$ cat config.mk
export PLATFORM = sky130hd
export DESIGN_NAME = fetch_buffer_flat
export DESIGN_NICKNAME = d
export VERILOG_FILES = /design/src/rtl/fetch_buffer_if.sv /design/src/rtl/fetch_buffer.sv /design/src/flat_wrapper.sv
export SDC_FILE = /design/constraint.sdc
export NUM_CORES = 1
export LEC_CHECK = 0
export CAP_MARGIN = 20
export CORE_MARGIN = 2
export CORE_UTILIZATION = 25
export DETAILED_ROUTE_END_ITERATION = 6
export RECOVER_POWER = 100
export SLEW_MARGIN = 20
export SYNTH_ARGS = -nofsm -noshare
export SYNTH_HDL_FRONTEND = slang
export SYNTH_SLANG_ARGS = --single-unit
$ cat constraint.sdc
create_clock -name i_clk -period 4.7 [get_ports i_clk]
set_input_delay 1.175 -clock i_clk [delete_from_list [all_inputs] [get_ports i_clk]]
set_output_delay 1.175 -clock i_clk [all_outputs]
set_load 0.01 [all_outputs]
$ cat src/rtl/fetch_buffer_if.sv
// Handshake bundle between the fetch buffer, instruction memory and decode.
// The master modport is the fetch buffer's view; slave is the surrounding system.
interface fetch_buffer_if;
  logic        i_redirect;
  logic [31:0] i_redirect_pc;
  logic        o_mem_req_valid;
  logic [31:0] o_mem_req_addr;
  logic        i_mem_req_ready;
  logic        i_mem_rsp_valid;
  logic [31:0] i_mem_rsp_data;
  logic        o_inst_valid;
  logic [31:0] o_inst;
  logic [31:0] o_inst_pc;
  logic        i_inst_ready;

  modport master (
    input  i_redirect, i_redirect_pc, i_mem_req_ready, i_mem_rsp_valid,
           i_mem_rsp_data, i_inst_ready,
    output o_mem_req_valid, o_mem_req_addr, o_inst_valid, o_inst, o_inst_pc
  );

  modport slave (
    output i_redirect, i_redirect_pc, i_mem_req_ready, i_mem_rsp_valid,
           i_mem_rsp_data, i_inst_ready,
    input  o_mem_req_valid, o_mem_req_addr, o_inst_valid, o_inst, o_inst_pc
  );
endinterface

$ cat src/rtl/fetch_buffer.sv
// Instruction fetch buffer: issues sequential word fetches, holds in-order responses in a
// DEPTH-slot FIFO for decode, and discards responses from streams abandoned by a redirect.
module fetch_buffer #(
  parameter int          DEPTH    = 4,
  parameter logic [31:0] RESET_PC = 32'h0
) (
  input logic            i_clk,
  input logic            i_rst,
  fetch_buffer_if.master bus
);
  localparam int AW = $clog2(DEPTH);
  localparam int CW = AW + 1;
  localparam logic [CW-1:0] DEPTH_C  = CW'(DEPTH);
  localparam logic [CW:0]   DEPTH_W  = (CW+1)'(DEPTH);

  logic [31:0]      fetch_pc;
  logic [DEPTH-1:0] slot_alloc;
  logic [DEPTH-1:0] slot_filled;
  logic [31:0]      slot_pc   [DEPTH];
  logic [31:0]      slot_data [DEPTH];
  logic [AW-1:0]    head;
  logic [AW-1:0]    tail;
  logic [AW-1:0]    pend;
  logic [CW-1:0]    count;
  logic [CW-1:0]    live;
  logic [CW-1:0]    drop;
  logic [CW:0]      inflight;
  logic [CW:0]      inflight_after_rsp;
  logic             issue;
  logic             fill;
  logic             pop;
  logic             drop_rsp;

  // Stale responses (drop) still occupy memory's pipeline, so they count against issue credit.
  assign inflight = {1'b0, live} + {1'b0, drop};
  assign inflight_after_rsp = (bus.i_mem_rsp_valid && (inflight != '0)) ?
                              inflight - (CW+1)'(1) : inflight;

  assign bus.o_mem_req_valid = !i_rst && !bus.i_redirect && (count < DEPTH_C) &&
                               (inflight < DEPTH_W);
  assign bus.o_mem_req_addr  = fetch_pc;
  assign bus.o_inst_valid    = slot_alloc[head] && slot_filled[head];
  assign bus.o_inst          = slot_data[head];
  assign bus.o_inst_pc       = slot_pc[head];

  assign issue    = bus.o_mem_req_valid && bus.i_mem_req_ready;
  assign drop_rsp = bus.i_mem_rsp_valid && (drop != '0);
  assign fill     = bus.i_mem_rsp_valid && (drop == '0) && (live != '0);
  assign pop      = bus.o_inst_valid && bus.i_inst_ready;

  always_ff @(posedge i_clk) begin
    if (i_rst) begin
      fetch_pc    <= RESET_PC & ~32'h3;
      slot_alloc  <= '0;
      slot_filled <= '0;
      head        <= '0;
      tail        <= '0;
      pend        <= '0;
      count       <= '0;
      live        <= '0;
      drop        <= '0;
      for (int i = 0; i < DEPTH; i++) begin
        slot_pc[i]   <= '0;
        slot_data[i] <= '0;
      end
    end else if (bus.i_redirect) begin
      // Everything in flight for the old stream becomes stale; a same-cycle response retires one.
      fetch_pc    <= bus.i_redirect_pc & ~32'h3;
      slot_alloc  <= '0;
      slot_filled <= '0;
      head        <= '0;
      tail        <= '0;
      pend        <= '0;
      count       <= '0;
      live        <= '0;
      drop        <= CW'(inflight_after_rsp);
    end else begin
      if (issue) begin
        fetch_pc          <= fetch_pc + 32'd4;
        slot_alloc[tail]  <= 1'b1;
        slot_filled[tail] <= 1'b0;
        slot_pc[tail]     <= fetch_pc;
        tail              <= tail + AW'(1);
      end
      // Responses are in order, so the oldest pending slot is always the one being answered.
      if (fill) begin
        slot_filled[pend] <= 1'b1;
        slot_data[pend]   <= bus.i_mem_rsp_data;
        pend              <= pend + AW'(1);
      end
      if (pop) begin
        slot_alloc[head] <= 1'b0;
        head             <= head + AW'(1);
      end
      if (drop_rsp) begin
        drop <= drop - CW'(1);
      end
      count <= count + CW'(issue) - CW'(pop);
      live  <= live + CW'(issue) - CW'(fill);
    end
  end
endmodule

$ cat src/flat_wrapper.sv
// flat-port wrapper written by rule: the top's interface ports become plain ports
module fetch_buffer_flat 
#(
  parameter int          DEPTH    = 4,
  parameter logic [31:0] RESET_PC = 32'h0
)
  (i_clk, i_rst, bus_i_redirect, bus_i_redirect_pc, bus_i_mem_req_ready, bus_i_mem_rsp_valid, bus_i_mem_rsp_data, bus_i_inst_ready, bus_o_mem_req_valid, bus_o_mem_req_addr, bus_o_inst_valid, bus_o_inst, bus_o_inst_pc);
  fetch_buffer_if bus_i ();
  input logic i_clk;
  input logic i_rst;
  input wire logic [$bits(bus_i.i_redirect)-1:0] bus_i_redirect;
  input wire logic [$bits(bus_i.i_redirect_pc)-1:0] bus_i_redirect_pc;
  input wire logic [$bits(bus_i.i_mem_req_ready)-1:0] bus_i_mem_req_ready;
  input wire logic [$bits(bus_i.i_mem_rsp_valid)-1:0] bus_i_mem_rsp_valid;
  input wire logic [$bits(bus_i.i_mem_rsp_data)-1:0] bus_i_mem_rsp_data;
  input wire logic [$bits(bus_i.i_inst_ready)-1:0] bus_i_inst_ready;
  output wire logic [$bits(bus_i.o_mem_req_valid)-1:0] bus_o_mem_req_valid;
  output wire logic [$bits(bus_i.o_mem_req_addr)-1:0] bus_o_mem_req_addr;
  output wire logic [$bits(bus_i.o_inst_valid)-1:0] bus_o_inst_valid;
  output wire logic [$bits(bus_i.o_inst)-1:0] bus_o_inst;
  output wire logic [$bits(bus_i.o_inst_pc)-1:0] bus_o_inst_pc;
  assign bus_i.i_redirect = bus_i_redirect;
  assign bus_i.i_redirect_pc = bus_i_redirect_pc;
  assign bus_i.i_mem_req_ready = bus_i_mem_req_ready;
  assign bus_i.i_mem_rsp_valid = bus_i_mem_rsp_valid;
  assign bus_i.i_mem_rsp_data = bus_i_mem_rsp_data;
  assign bus_i.i_inst_ready = bus_i_inst_ready;
  assign bus_o_mem_req_valid = bus_i.o_mem_req_valid;
  assign bus_o_mem_req_addr = bus_i.o_mem_req_addr;
  assign bus_o_inst_valid = bus_i.o_inst_valid;
  assign bus_o_inst = bus_i.o_inst;
  assign bus_o_inst_pc = bus_i.o_inst_pc;
  fetch_buffer #(.DEPTH(DEPTH), .RESET_PC(RESET_PC)) u_core (.i_clk(i_clk), .i_rst(i_rst), .bus(bus_i));
endmodule
==> results of run 1 <==
-- power by group through the flow --
stage / sequential [mW] / clock, mW / combinational (mW)
after detailed placement: 3.14 / 0 / 0.545
after floorplan: 3.11 / 0 / 0.276
final: 3.08 / 2.33 / 0.521
after global routing: 3.10 / 2.50 / 0.566
after global placement: 3.13 / 0 / 0.539
after CTS: 3.08 / 2.40 / 0.547
-- cells in the mapped netlist, types with 5 or more instances --
master | instances | area, µm²
nor2_1 | 32 | 120.1
nor4_1 | 15 | 93.84
a221oi_1 | 6 | 52.55
mux4_2 | 62 | 1396
nand2b_1 | 5 | 31.28
a32oi_1 | 6 | 52.55
edfxtp_1 | 248 | 7447
buf_2 | 17 | 85.08
dfxtp_1 | 55 | 1101
ha_1 | 23 | 287.8
a22oi_1 | 9 | 67.56
and3_1 | 64 | 400.4
xnor2_1 | 8 | 70.07
a31oi_1 | 10 | 62.56
nor3_1 | 15 | 75.07
or2_2 | 7 | 43.79
nand3_1 | 16 | 80.08
clkbuf_1 | 56 | 210.2
a21oi_1 | 20 | 100.1
nand4_1 | 10 | 62.56
a211oi_1 | 5 | 37.54
o22ai_1 | 5 | 31.28
o21ai_0 | 14 | 70.07
and2_1 | 184 | 1151
nand2_1 | 35 | 131.4
inv_1 | 27 | 101.4
-- flip-flops by register name (all words and copies together) (netlist names), named ones only --
name                       flops
u_core.live                    3
u_core.slot_data             128
u_core.head                    2
u_core.tail                    2
u_core.bus.o_mem_req_addr     30
u_core.slot_pc               120
u_core.drop                    3
u_core.slot_alloc              4
u_core.slot_filled             4
u_core.count                   3
u_core.pend                    2
-- layout by cell type, fill, tap and decap left out, types with 11 or more instances in the layout --
cell             instances
nand2_1                 36
nor4_1                  15
inv_1                   27
mux4_2                  62
buf_4                   11
nor2_1                  31
nor3_1                  19
clkbuf_16               31
nand3_1                 16
and3_1                  64
ha_1                    23
edfxtp_1               248
clkdlybuf4s50_1         99
and2_1                  87
dfxtp_1                 53
dlygate4sd3_1           61
and2_0                  97
o21ai_0                 14
a21oi_1                 20
clkbuf_1                21
-- tightest hold or removal path, stage by stage, from the launching register on --
cell and delay, ps:
dfxtp_1 310, inv_1 50, a221oi_1 60
-- logic make-up after synthesis --
family | Yosys count | share of synthesized area, %
adders and majority gates | 26 | 2.461
AOI/OAI and AO/OA | 102 | 5.082
buffers and inverters | 109 | 3.205
DFF | 303 | 60.49
and+or+nand+nor | 416 | 17.80
other | 1 | 0.02653
xor gates and xnor gates | 12 | 0.7437
muxes | 66 | 10.19
-- routing by layer --
layer	track usage (%)	wire length (µm)	vias up
met5	0	13	-
met4	3.468	871	2
met3	2.031	2162	56
met2	21.75	18720	276
met1	17.79	16960	4669
li1	-	-	4173
-- per-stage QoR --
step | utilization (%) | instance area [µm²] | power [mW]
2_1_floorplan | - | 14140 | 3.385
3_3_place_gp | 29.52 | 16580 | 3.672
3_5_place_dp | 29.52 | 16580 | 3.685
4_1_cts | 31.19 | 17520 | 6.031
5_1_grt | 31.03 | 17430 | 6.158
6_report | 31.03 | 17430 | 5.935
-- final cells by class --
class / count / area, µm² / area share, %
tap: 756 / 945.9 / 5.427
inverter: 28 / 105.1 / 0.6030
clock inverter: 15 / 91.34 / 0.5240
clock buffer: 43 / 850.8 / 4.882
sequential: 303 / 8551 / 49.06
multi-input combinational: 626 / 5116 / 29.35
timing repair buffer: 188 / 1769 / 10.15
-- worst paths after layout --
| kind | to | slack, ps |
|---|---|---|
| worst max-delay path | u_core.slot_data[3][7]$_DFFE_PP_ | 160 |
| worst min register to register | u_core.slot_alloc[3]$_SDFF_PP0_ | 470 |
| worst min-delay path | u_core.slot_alloc[3]$_SDFF_PP0_ | 470 |
| worst max register to register | u_core.slot_data[3][7]$_DFFE_PP_ | 740 |
==> impl_metrics.csv, run 1 <==
group,metric,value,unit
layout,syn2layout_area_growth,23.33,%
clock_network,postCtsHoldBufs,0,
clock_network,cts_resized,0,
floorplan,fp.coreArea,0.05617,mm²
logic_synthesis,ys_seq_area_share,60.49,%
placement,hpwlAfterDp,23.67,mm
hold_path,hold_depth,2,
layout,fillers,5634,
routing,drcViolationCount,0,
sta,hold_viol_final,0,
floorplan,io_pins,168,
power_and_ir_drop,switching_share,24.21,%
logic_synthesis,async_flop_share,0,%
routing,first_iter_violations,627,
clock_network,htree_levels,1,
setup_path,cp_max_fo,39,
routing,ant_nets,0,
logic_synthesis,ys_seq_elements,303,
sta,slew-limit-headroom,-42.66,%
setup_path,rr_worst_depth,7,
sta,slew_violations,286,
logic_synthesis,yosys_warnings,0,
layout,layout-drive-gt1-share,12.39,%
sta,hold_ws,470.1,ps
global_route,antenna_found_initial,3,
setup_path,cp-startpoint,"bus_i_mem_rsp_valid",
floorplan,fp-row-count,87,
setup_path,cp.depth,5,
global_route,gr-total-overflow,0,
routing,wl_per_cell,19.77,µm
power_and_ir_drop,comb_power_share,8.8,%
sta,rsz0062_at_grt,"no",
sta,fin_setup_tns,0,ps
setup_path,critical_path.max_stage_delay,1580,ps
logic_synthesis,synth_area,0.01413,mm²
setup_path,cp.arrival,4750,ps
setup_path,cp-start-kind,"input port",
sta,worstMarginPinSlew,2140,ps
floorplan,dieArea,0.05845,mm²
floorplan,start_util,25.16,%
global_route,grt_pass1_wl,59.05,mm
layout,fin_cells,1959,
clock_network,numCtsBuffers,31,
setup_path,endpoint_kind,"flop",
logic_synthesis,synthFlopType,"edfxtp_1",
routing,dr_total_vias,9176,
clock_network,clockBufferDepth,3,
clock_network,cts_root_buf,"clkbuf_16",
global_route,grt_usage,13.09,%
hold_path,hold_class,"reg -> reg",
sta,finClkSkew,20.88,ps
clock_network,cts_tree,"built",
floorplan,die-height,241.8,µm
run_status,status,"finished, violations left",
routing,viasPerCell,4.684,
run,drv_cap,9,
power_and_ir_drop,p_clk_share,39.3,%
layout,diodes,0,
power_and_ir_drop,ir_worst_vdd,0.2318,mV
routing,first_pass_iters,5,
clock_network,path_clk_slew,60,ps
sta,finalCritPeriodShare,96.49,%
hold_path,hp-start,"u_core.slot_alloc[3]$_SDFF_PP0_",
layout,fin_nets,1274,
power_and_ir_drop,power-per-cell-area,340.5,mW/mm²
floorplan,die_w,241.8,µm
sta,setup_ws,164.8,ps
clock_network,cts_sinks,303,
setup_path,critPathRequiredTime,4910,ps
routing,totalWireLength,38.73,mm
sta,setup_viol,0,
sta,max_freq,220.5,MHz
setup_path,r2r_start,"u_core.drop[1]$_SDFFE_PP0P_",
placement,io_buffers,161,
placement,routabilityCongestion,0.7526,
power_and_ir_drop,internal_power,4.498,mW
setup_path,path_class,"in -> reg",
placement,dpl.cell_count,1901,
logic_synthesis,synth_cell_types,70,
sta,final.min_clock_period,4535,ps
clock_network,cts_setup_buffers,0,
power_and_ir_drop,power_switching,1.437,mW
logic_synthesis,syn_area_per_cell,13.65,µm²
clock_network,worst_skew_pair.late_latency,590,ps
placement,pre_cts_slack,666.1,ps
logic_synthesis,synthCells,1035,
setup_path,slowest_stage,"clkbuf_1",
setup_path,path_buf_inv,3,
power_and_ir_drop,seq_power_share,51.9,%
setup_path,path_delay_family,"buffers and inverters",
logic_synthesis,synth_edf_count,248,
run_status,violations,"capacitance limit, slew limit",
power_and_ir_drop,leakage,6.142,nW
setup_path,path_cells,"dlygate4sd3_1 -> nor4b_1 -> clkbuf_1 -> a41o_1 -> buf_4",
global_route,first_global_vias,9396,
global_route,grt_max_degree,46,
No activity file was read; power rests on OpenSTA's default activity.
==> run 2, diff against run 1 <==
--- a/config.mk
+++ b/config.mk
@@ -5,7 +5,7 @@
 export SDC_FILE = /design/constraint.sdc
 export NUM_CORES = 1
 export LEC_CHECK = 0
-export CAP_MARGIN = 20
+export CAP_MARGIN = 25
 export CORE_MARGIN = 2
 export CORE_UTILIZATION = 25
 export DETAILED_ROUTE_END_ITERATION = 6
==> impl_metrics.csv, run 2 (same netlist as run 1, synthesis figures left out) <==
group,metric,value,unit
setup_path,worstReg2RegEnd,"u_core.slot_pc[3][16]$_DFFE_PP_",
floorplan,die-height,241.8,µm
sta,fin_setup_tns,0,ps
power_and_ir_drop,power,5.936,mW
layout,largest_reg_flops,128,
power_and_ir_drop,internal_power,4.494,mW
power_and_ir_drop,p_clk_share,39.3,%
setup_path,path_buf_inv,3,
routing,ant_nets,0,
setup_path,path_class,"in -> reg",
floorplan,start_util,25.16,%
layout,layout-drive-gt1-share,12.46,%
run_status,status,"finished, violations left",
routing,wl_per_cell,19.81,µm
clock_network,htree_levels,1,
power_and_ir_drop,ir_worst_vdd,0.2351,mV
global_route,antenna_found_initial,3,
placement,io_buffers,161,
sta,final.min_clock_period,4386,ps
clock_network,cts_setup_buffers,0,
layout,layout_commonest_cell,"edfxtp_1",
sta,slew-limit-headroom,-41.89,%
sta,slew_violations,280,
clock_network,postCtsHoldBufs,0,
setup_path,cp-start-kind,"input port",
placement,hpwlAfterDp,23.67,mm
setup_path,slowest_stage,"clkbuf_1",
power_and_ir_drop,switching_share,24.29,%
layout,syn2layout_area_growth,23.45,%
global_route,grt_pass1_wl,59.05,mm
layout,final_area,0.01745,mm²
setup_path,path_delay_family,"buffers and inverters",
clock_network,cts_root_buf,"clkbuf_16",
clock_network,numCtsBuffers,31,
placement,placed_area,0.01658,mm²
global_route,first_global_vias,9396,
global_route,grt_max_degree,46,
clock_network,worst_skew_pair.late_latency,600,ps
routing,dr_total_vias,9184,
power_and_ir_drop,seq_power_share,51.9,%
global_route,grt_usage,13.09,%
clock_network,cts_resized,0,
routing,drcViolationCount,0,
setup_path,endpoint_kind,"flop",
sta,worstMarginPinSlew,2128,ps
sta,rsz0062_at_grt,"no",
clock_network,path_clk_slew,60,ps
layout,final_cell_mix,"edfxtp_1, and2_1, dlygate4sd3_1",
sta,hold_ws,469.4,ps
layout,diodes,0,
layout,multiInputGateArea,0.005129,mm²
sta,setup_viol,0,
power_and_ir_drop,power_switching,1.442,mW
floorplan,fp.coreArea,0.05617,mm²
setup_path,cp.arrival,4840,ps
setup_path,setup.worst_path.end,"u_core.bus.o_mem_req_addr[15]$_SDFFE_PP0P_",
sta,finClkSkew,26.97,ps
floorplan,fp-row-count,87,
setup_path,path_cells,"dlygate4sd3_1 -> nor3_2 -> and2_0 -> clkbuf_1 -> a21oi_1 -> clkbuf_1 -> a22oi_1 -> a21oi_1",
clock_network,cts_sinks,303,
clock_network,clockBufferDepth,3,
setup_path,r2r_slack,670,ps
layout,fin_nets,1275,
global_route,gr-total-overflow,0,
layout,fillers,5633,
power_and_ir_drop,leakage,6.218,nW
layout,seqCellArea,0.008553,mm²
hold_path,hold_class,"reg -> reg",
routing,first_iter_violations,631,
floorplan,io_pins,168,
setup_path,rr_worst_depth,9,
clock_network,cts_tree,"built",
sta,finalCritPeriodShare,93.33,%
routing,first_pass_iters,5,
layout,max_flop_register,"u_core.slot_data",
run_status,violations,"capacitance limit, slew limit",
routing,viasPerCell,4.686,
setup_path,critical_path.max_stage_delay,1220,ps
setup_path,cp_max_fo,31,
setup_path,critPathRequiredTime,5160,ps
floorplan,die_w,241.8,µm
placement,routabilityCongestion,0.7526,
layout,post-route-util,31.06,%
sta,hold_viol_final,0,
sta,max_freq,228.0,MHz
power_and_ir_drop,power-per-cell-area,340.2,mW/mm²
setup_path,cp.depth,8,
floorplan,dieArea,0.05845,mm²
setup_path,cp-startpoint,"bus_i_redirect",
power_and_ir_drop,comb_power_share,8.7,%
run,drv_cap,9,
routing,totalWireLength,38.83,mm
setup_path,r2r_start,"u_core.drop[0]$_SDFFE_PP0P_",
## run 2: cell types whose count changed in the layout (fill, tap and decap cells not counted), moves of 2 or more
| cell | before | now |
|---|---|---|
| and2_1 | 87 | 103 |
| or2_1 | 0 | 3 |
| or2_2 | 7 | 4 |
| clkbuf_2 | 3 | 8 |
| buf_4 | 11 | 8 |
| clkdlybuf4s50_1 | 99 | 66 |
| and2_0 | 97 | 81 |
| clkbuf_1 | 21 | 19 |
| dlygate4sd3_1 | 61 | 94 |
## run 2: tightest hold or removal path, cell delays in order, from the launching register on
cell      delay (ps)
dfxtp_1          310
inv_1             50
a221oi_1          60
## run 2: worst min path at each step
stage | start | to | slack [ps] | depth (start not counted)
3_5_place_dp | u_core.slot_alloc[0]$_SDFF_PP0_ | u_core.slot_alloc[0]$_SDFF_PP0_ | 460 | 2
4_1_cts | u_core.slot_alloc[0]$_SDFF_PP0_ | u_core.slot_alloc[0]$_SDFF_PP0_ | 470 | 2
3_3_place_gp | u_core.slot_alloc[0]$_SDFF_PP0_ | u_core.slot_alloc[0]$_SDFF_PP0_ | 450 | 2
2_1_floorplan | u_core.slot_alloc[0]$_SDFF_PP0_ | u_core.slot_alloc[0]$_SDFF_PP0_ | 440 | 2
5_1_grt | u_core.slot_alloc[0]$_SDFF_PP0_ | u_core.slot_alloc[0]$_SDFF_PP0_ | 490 | 2
6_report | u_core.slot_alloc[3]$_SDFF_PP0_ | u_core.slot_alloc[3]$_SDFF_PP0_ | 470 | 2
## run 2: through the flow
step                      worst slack [ps]  std cells
after detailed placement             666.1       1901
after global placement               658.3       1901
final                                313.5       1960
after global routing                 210.7       1960
after CTS                            203.9       1959
after floorplan                       1289       1038
## run 2: area by class of cell
type	count	area share, %
flip-flops and latches	303	49.02
multi-input cells	626	29.40
repair buffers	189	10.15
well taps	756	5.422
clock buffers	43	4.877
inverters	28	0.6024
clock inverters	15	0.5235
## run 2: per-layer routing
layer / wire [µm] / up-vias / track usage (%)
li1: - / 4170 / -
met1: 17090 / 4686 / 17.79
met2: 18720 / 270 / 21.75
met3: 2101 / 56 / 2.031
met4: 907 / 2 / 3.468
met5: 13 / - / 0
## run 2: power groups by stage
stage / clock (mW) / combinational, mW / sequential [mW]
floorplan: 0 / 0.276 / 3.11
global placement: 0 / 0.539 / 3.13
detailed placement: 0 / 0.545 / 3.14
CTS: 2.40 / 0.547 / 3.08
global route: 2.50 / 0.564 / 3.10
finish: 2.33 / 0.519 / 3.08
==> run 3, diff against run 2 <==
--- a/config.mk
+++ b/config.mk
@@ -5,6 +5,7 @@
 export SDC_FILE = /design/constraint.sdc
 export NUM_CORES = 1
 export LEC_CHECK = 0
+export ABC_AREA = 1
 export CAP_MARGIN = 25
 export CORE_MARGIN = 2
 export CORE_UTILIZATION = 25
==> impl_metrics.csv, run 3 <==
group,metric,value,unit
setup_path,cp_max_fo,17,
sta,final.min_clock_period,4290,ps
global_route,gr-total-overflow,0,
setup_path,critPathRequiredTime,3520,ps
clock_network,cts_sinks,303,
logic_synthesis,synth_commonest_cells,"nor2_1, edfxtp_1, nand2_1",
logic_synthesis,synth_xor_area_share,0.5521,%
hold_path,hold-path-endpoint,"u_core.slot_filled[3]$_SDFF_PP0_",
clock_network,postCtsHoldBufs,0,
sta,finalCritPeriodShare,91.28,%
logic_synthesis,synth_largest_area_cell,"edfxtp_1",
logic_synthesis,synth_top_family_by_area,"simple AND/OR/NAND/NOR gates",
hold_path,hp-start,"u_core.slot_filled[3]$_SDFF_PP0_",
placement,hpwlAfterDp,25.76,mm
logic_synthesis,syn_area_per_cell,9.224,µm²
sta,hold_ws,468.6,ps
logic_synthesis,ys_seq_elements,303,
sta,slew-limit-headroom,-37.10,%
logic_synthesis,synth_cell_types,41,
setup_path,r2r_start,"u_core.drop[0]$_SDFFE_PP0P_",
floorplan,fp-row-count,87,
logic_synthesis,yosys.area_share.simple,20.34,%
placement,io_buffers,161,
hold_path,hold_depth,2,
setup_path,r2r_slack,1030,ps
floorplan,io_pins,168,
floorplan,die-height,243.0,µm
logic_synthesis,ys_seq_area_share,59.87,%
clock_network,numCtsBuffers,35,
global_route,grt_pass1_wl,63.55,mm
routing,dr_total_vias,11190,
layout,final_cell_mix,"nor2_1, edfxtp_1, nand2_1",
layout,seqCellArea,0.008553,mm²
setup_path,cp-start-kind,"input port",
placement,routabilityCongestion,0.8565,
floorplan,start_util,25.32,%
layout,fillers,5934,
logic_synthesis,synthFlopType,"edfxtp_1",
routing,first_pass_iters,5,
routing,wl_per_cell,16.77,µm
power_and_ir_drop,leakage,6.814,nW
clock_network,cts_resized,0,
run_status,violations,"capacitance limit, slew limit",
layout,multiInputGateArea,0.004747,mm²
logic_synthesis,yosys_warnings,0,
run,drv_cap,5,
sta,fin_setup_tns,0,ps
global_route,first_global_vias,11090,
sta,max_freq,233.1,MHz
routing,totalWireLength,41.43,mm
logic_synthesis,async_flop_share,0,%
setup_path,endpoint_kind,"primary output",
clock_network,cts_root_buf,"clkbuf_16",
layout,diodes,0,
logic_synthesis,synthAdderAreaFrac,2.436,%
power_and_ir_drop,ir_worst_vdd,0.1822,mV
setup_path,worstReg2RegEnd,"u_core.slot_pc[3][16]$_DFFE_PP_",
power_and_ir_drop,power-per-cell-area,347.5,mW/mm²
sta,finClkSkew,32.84,ps
global_route,grt_usage,13.85,%
clock_network,worst_skew_pair.late_latency,550,ps
logic_synthesis,synth_top_area_share,52.16,%
clock_network,cts_tree,"built",
logic_synthesis,synth_area,0.01428,mm²
layout,syn2layout_area_growth,23.12,%
layout,fin_nets,1787,
sta,rsz0062_at_grt,"no",
logic_synthesis,synth_compound_area_share,10.04,%
clock_network,htree_levels,2,
floorplan,fp.coreArea,0.05639,mm²
logic_synthesis,synthCells,1548,
sta,slew_violations,160,
run_status,status,"finished, violations left",
logic_synthesis,synth_edf_count,248,
logic_synthesis,synthMuxAreaShare,0.07886,%
floorplan,die_w,243.0,µm
layout,max_flop_register,"u_core.slot_data",
routing,drcViolationCount,0,
clock_network,clockBufferDepth,3,
clock_network,path_clk_slew,50,ps
setup_path,cp.arrival,3120,ps
layout,layout_commonest_cell,"nor2_1",
sta,setup_viol,0,
clock_network,cts_setup_buffers,0,
routing,viasPerCell,4.530,
layout,layout-drive-gt1-share,4.726,%
routing,first_iter_violations,798,
global_route,grt_max_degree,79,
floorplan,dieArea,0.05904,mm²
global_route,antenna_found_initial,0,
sta,hold_viol_final,0,
routing,ant_nets,0,
layout,post-route-util,31.18,%
setup_path,path_class,"in -> out",
sta,worstMarginPinSlew,2056,ps
hold_path,hold_class,"reg -> reg",
layout,largest_reg_flops,128,
logic_synthesis,synthTopCellsByArea,"edfxtp_1, nor2_1, dfxtp_1",
setup_path,rr_worst_depth,9,
logic_synthesis,synth.most_common_cell,"nor2_1",
[run 3: worst max path at each step]
stage,startpoint,endpoint,slack [ps],cells past startpoint
2_1_floorplan,i_rst,u_core.slot_pc[3][10]$_DFFE_PP_,810,8
3_3_place_gp,i_rst,bus_o_mem_req_valid,610,7
3_5_place_dp,i_rst,bus_o_mem_req_valid,640,7
4_1_cts,flop,bus_o_inst[13],490,4
5_1_grt,i_rst,u_core.slot_pc[3][19]$_DFFE_PP_,240,8
6_report,i_rst,bus_o_mem_req_valid,410,7
[run 3: logic make-up (layout without fill, tap and decap cells)]
group,count (synthesis),count (layout)
multiplexers,1,1
AO/OA/AOI/OAI,265,265
buffers and inverters,218,381
adder cells (fa/ha/maj),26,26
other,1,4
AND/OR/NAND/NOR,725,725
XOR/XNOR,9,9
flip-flops,303,303
[run 3: metrics by stage]
step                worst slack (ps)  total power, mW  cells  area [µm²]
floorplan                      807.8            3.355   1551       14290
global placement               614.3            3.612   2410       16630
detailed placement             635.3            3.622   2410       16630
CTS                            485.4            6.199   2470       17680
global route                   238.3            6.345   2470       17580
finish                         409.9            6.109   2470       17580
[run 3: layer usage]
metal  vias up  GRT usage (%)  share of wire (%)
met1      5375          18.19                 43
li1       5439              -                  -
met2       306          22.69                 48
met5         -              0                  0
met3        69          2.886                6.1
met4         0          4.655                2.7
[run 3: where the power goes]
group          internal (mW)  leakage (nW)  switching (mW)
Clock                   1.48         0.519            1.09
Sequential              3.01          3.02          0.0590
Combinational          0.174          3.28           0.292
Total                   4.67          6.81            1.44
[run 3: worst max-delay path: stages]
cell and delay [ps]:
clkdlybuf4s50_1 470, clkinv_4 160, nand2_1 250, nor2_1 240
nand3_2 160, inv_1 110, clkdlybuf4s50_1 540
[run 3: final cells by class]
cell class              instances  area share, %
well taps                     756          5.380
inverters                     133          2.875
clock buffers                  42          5.131
repair buffers                188          10.08
clock inverters                18         0.8754
multi-input cells            1030          27.00
flip-flops and latches        303          48.65
